**src/rtl/if_id_stage.sv**
```systemverilog
// rtl/if_id_stage.sv - PC register and IF/ID pipeline register of the 5-stage MIPS front end
// Saturating stall/flush counters are built only when IF_ID_PERF_CNT_EN is defined.
module if_id_stage #(
  parameter logic [31:0] RESET_PC = 32'h0000_0000,
  parameter int unsigned CNT_W    = 16
) (
  input  logic             clk_i,
  input  logic             rst_i,
  input  logic             hazard_stall_i,
  input  logic             mem_stall_i,
  input  logic             branch_i,
  input  logic [31:0]      branch_target_i,
  input  logic [31:0]      imem_instr_i,
  output logic [31:0]      pc_o,
  output logic [31:0]      ifid_pc_o,
  output logic [31:0]      ifid_instr_o,
  output logic             ifid_valid_o,
  output logic [1:0]       state_o,
  output logic             hazard_err_o,
  output logic [CNT_W-1:0] stall_cnt_o,
  output logic [CNT_W-1:0] flush_cnt_o
);

  typedef enum logic [1:0] {
    RUN   = 2'd0,
    HOLD  = 2'd1,
    MEM   = 2'd2,
    FLUSH = 2'd3
  } state_t;

  state_t      state_q, state_d;
  logic [31:0] pc_q, ifid_pc_q, ifid_instr_q, pc_plus4;
  logic        ifid_valid_q, hazard_err_q, stalled, err_set;

  assign pc_plus4 = pc_q + 32'd4;

  // The next state is the action taken on this edge, resolved by priority.
  always_comb begin
    state_d = RUN;
    stalled = 1'b0;
    if (mem_stall_i) begin
      state_d = MEM;
      stalled = 1'b1;
    end else if (hazard_stall_i) begin
      state_d = HOLD;
      stalled = 1'b1;
    end else if (branch_i) begin
      state_d = FLUSH;
    end
  end

  // A second back-to-back load-use stall is illegal; a MEM cycle in between breaks the run.
  assign err_set = hazard_stall_i && !mem_stall_i && (state_q == HOLD);

  always_ff @(posedge clk_i) begin
    if (!rst_i) begin
      state_q      <= RUN;
      pc_q         <= RESET_PC;
      ifid_pc_q    <= 32'h0;
      ifid_instr_q <= 32'h0;
      ifid_valid_q <= 1'b0;
      hazard_err_q <= 1'b0;
    end else begin
      state_q <= state_d;
      if (err_set)
        hazard_err_q <= 1'b1;
      case (state_d)
        FLUSH: begin
          pc_q         <= {branch_target_i[31:2], 2'b00};
          ifid_pc_q    <= 32'h0;
          ifid_instr_q <= 32'h0;
          ifid_valid_q <= 1'b0;
        end
        RUN: begin
          pc_q         <= pc_plus4;
          ifid_pc_q    <= pc_plus4;
          ifid_instr_q <= imem_instr_i;
          ifid_valid_q <= 1'b1;
        end
        default: begin
        end
      endcase
    end
  end

`ifdef IF_ID_PERF_CNT_EN
  localparam logic [CNT_W-1:0] CNT_ONE = {{(CNT_W-1){1'b0}}, 1'b1};

  logic [CNT_W-1:0] stall_cnt_q, flush_cnt_q;

  always_ff @(posedge clk_i) begin
    if (!rst_i) begin
      stall_cnt_q <= '0;
      flush_cnt_q <= '0;
    end else begin
      if (stalled && (stall_cnt_q != '1))
        stall_cnt_q <= stall_cnt_q + CNT_ONE;
      if ((state_d == FLUSH) && (flush_cnt_q != '1))
        flush_cnt_q <= flush_cnt_q + CNT_ONE;
    end
  end

  assign stall_cnt_o = stall_cnt_q;
  assign flush_cnt_o = flush_cnt_q;
`else
  assign stall_cnt_o = '0;
  assign flush_cnt_o = '0;
`endif

  assign pc_o         = pc_q;
  assign ifid_pc_o    = ifid_pc_q;
  assign ifid_instr_o = ifid_instr_q;
  assign ifid_valid_o = ifid_valid_q;
  assign state_o      = state_q;
  assign hazard_err_o = hazard_err_q;

endmodule

```
**config.mk**
```make
export PLATFORM = sky130hd
export DESIGN_NAME = if_id_stage
export DESIGN_NICKNAME = d
export VERILOG_FILES = /design/src/rtl/if_id_stage.sv
export SDC_FILE = /design/constraint.sdc
export NUM_CORES = 1
export LEC_CHECK = 0
export CELL_PAD_IN_SITES_DETAIL_PLACEMENT = 0
export CELL_PAD_IN_SITES_GLOBAL_PLACEMENT = 1
export CORE_UTILIZATION = 30
export DETAILED_ROUTE_END_ITERATION = 6
export PLACE_DENSITY_LB_ADDON = 0.1
export SYNTH_ARGS = -nofsm -noshare
export SYNTH_HDL_FRONTEND = slang
export SYNTH_SLANG_ARGS = --single-unit
```
**constraint.sdc**
```tcl
create_clock -name clk_i -period 2.7 [get_ports clk_i]
set_clock_uncertainty 0.05 [all_clocks]
set_input_delay 0.54 -clock clk_i [delete_from_list [all_inputs] [get_ports clk_i]]
set_output_delay 0.54 -clock clk_i [all_outputs]
set_load 0.02 [all_outputs]
```
==> impl_metrics.ini <==
[run_status]
outcome = completed

[routing]
via_per_inst = 4.90
drtIter0Drc = 192
routedWlPerCell_um = 16.0
dr.pass1.iters = 4
drc = 0
antenna_left = 0
via_count = 4475
wl_um = 14600

[floorplanning]
die_x_um = 127
io_pins = 201
initial_utilization_pct = 30.7
dieHeight_um = 127
rows = 45
core_area_um2 = 15200
die-area_um2 = 16100

[logic_synthesis]
synth-edff-count = 0
yosys-top-cells-area = dfxtp_1, a22oi_1, buf_4, nand2_1, nor2_1
yosysSeqAreaShare_pct = 41.2
synth_area_um2 = 4670
yosysMostFrequentCell = dfxtp_1
syn_inst = 567
synth_warnings = 0
ys_top_cells_by_count = dfxtp_1, nand2_1, nor2_1, a22oi_1, buf_4
synthDistinctLibCells = 55
synth_seq_cells = 96
synth.largest_area_cell = dfxtp_1
synth.top_cell.area_share_pct = 41.2
synthFlopType = dfxtp_1
ys_async_sr_fraction_pct = 0
synth.avg_cell_area_um2 = 8.24

[cts]
cts_buffer_depth = 2
cts_hold_buffers = 0
cts.sinks = 96
cts_htree_levels = 3
clk_pin_slew_ns = 0.07
cts_tree = done
clk_latency_ns = 0.34
cts_setup_buffers = 0
post_cts_resized = 0
clock-root-buffer = clkbuf_16
cts-buffers-inserted = 9

[worst_setup_path]
max_stage_delay_ns = 0.45
cp_cell_sequence = clkdlybuf4s50_1, o21bai_1, ha_2, buf_4, buf_4, a22oi_1, nor2_1
cpMostUsedCell = buf_4
required_ns = 2.94
critPathKind = primary input to flip-flop
start_kind = primary input
crit_arrival_ns = 2.61
critPathMaxFanout = 41
cp_slowest_cell = clkdlybuf4s50_1
setup.worst_path.end_class = flip-flop

[place]
gp_congestion = 0.805
place_hpwl_um = 10600
place_ws_ns = -0.0568
portBuffers = 162

[sta]
report.final.slew_viol_count = 0
setup_viol = 0
fmax_mhz = 420
fin_ws_ns = 0.321
max_slew_margin_pct = 65.3
worstMarginPinSlew_ns = 0.515
finalSetupTns_ns = 0
timing.final.crit_period_ns = 2.38
post-route-period-util_pct = 88.1
rsz0062_at_grt = no
hold_viol = 0

[power]
cellLeakagePower_uw = 0.00247
p_total_uw = 3540
seq_power_share_pct = 44.4
cellPowerDensity_nw_per_um2 = 527
p_clk_share_pct = 34.8
p_int_uw = 2480
irDropWorstVdd_uv = 291
p_sw_uw = 1070
combPwrFrac_pct = 20.8
p_sw_share_pct = 30.1

[grt]
grt_pass1_vias = 4386
grt_max_degree = 42
grt_pass1_wl_um = 23500
overflow = 0
grt_antenna_before_repair = 0
grt_usage_pct = 18.6

[final_layout]
fin_nets = 792
antenna_cells = 0
drive_above_1_share_pct = 7.71
syn_to_final_growth_pct = 44.1
post-route-util_pct = 44.3

[flow_run]
max-cap-violations = 0

[hold_path]
hold_path.class = flip-flop to flip-flop
==> power groups by stage <==
stage / logic (uW) / clock network (uW) / registers (uW)
2_1_floorplan: 359 / 0 / 1660
3_3_place_gp: 736 / 0 / 1600
3_5_place_dp: 741 / 0 / 1600
4_1_cts: 745 / 1280 / 1570
5_1_grt: 801 / 1350 / 1590
6_report: 738 / 1230 / 1570
==> path summary, 6_finish.rpt <==
path / cells after the start / endpoint / startpoint / slack, ns
min reg2reg: 2 / ifid_pc_o[20] / ifid_pc_o[20] / 0.40
max: 7 / ifid_instr_o[14] / mem_stall_i / 0.32
max reg2reg: 6 / ifid_pc_o[24] / pc_o[3] / 0.44
min: 2 / ifid_pc_o[20] / ifid_pc_o[20] / 0.40
==> state kept, by name (all words and copies together), names as in the netlist <==
register,flops
pc_o,30
state_o,2
ifid_instr_o,32
ifid_valid_o,1
ifid_pc_o,30
hazard_err_o,1
==> per-stage QoR <==
step | cell area, um^2 | std cells | hold WS (ns)
finish | 6730 | 914 | 0.397
global placement | 6440 | 898 | 0.384
CTS | 6730 | 914 | 0.402
floorplan | 4800 | 602 | 0.471
detailed placement | 6440 | 898 | 0.392
global route | 6730 | 914 | 0.431
==> cell usage in the layout (no fill, tap or decap), types with 14 or more instances in the layout <==
cell type / synthesis / routed
o21ai_0: 14 / 14
nand3_1: 15 / 15
o21ai_1: 16 / 16
a21oi_1: 35 / 35
conb_1: 1 / 36
clkdlybuf4s50_1: 0 / 162
nor2_1: 59 / 58
nand2_1: 61 / 61
a22oi_1: 40 / 40
buf_4: 36 / 23
dfxtp_1: 96 / 96
==> area by class of cell <==
| class | instances | area, um^2 |
|---|---|---|
| fill | 1480 | 8470 |
| timing repair buffer | 188 | 1850 |
| clock inverter | 6 | 43.8 |
| multi-input combinational | 418 | 2400 |
| sequential | 96 | 1920 |
| tap | 188 | 235 |
| inverter | 8 | 30.0 |
| clock buffer | 10 | 239 |
==> metal layers <==
| metal | part of all wire [%] | global-route usage, % | up-vias |
|---|---|---|---|
| li1 | - | - | 2232 |
| met1 | 45 | 24.1 | 2091 |
| met2 | 46 | 30.1 | 137 |
| met3 | 6.8 | 4.93 | 15 |
| met4 | 1.3 | 6.16 | 0 |
| met5 | 0 | 0 | - |
==> cell families (layout without fill, tap and decap cells) <==
family	count (synthesis)	after routing	share of synthesized area, %
simple gates	205	205	22.6
compound gates	147	147	20.0
flops	96	96	41.2
buf+inv	88	212	10.3
xor+xnor	25	25	4.69
mux	3	3	0.643
fa+ha+maj	2	2	0.536
other cells	1	36	0.0803
==> critical path, delay by kind of cell <==
family | cells | cell delay, ns
and+or+nand+nor | 1 | 0.11
buffers and inverters | 3 | 1.22
adders and majority gates | 1 | 0.38
AOI/OAI and AO/OA | 2 | 0.35
(Power assumes the default switching activity.)
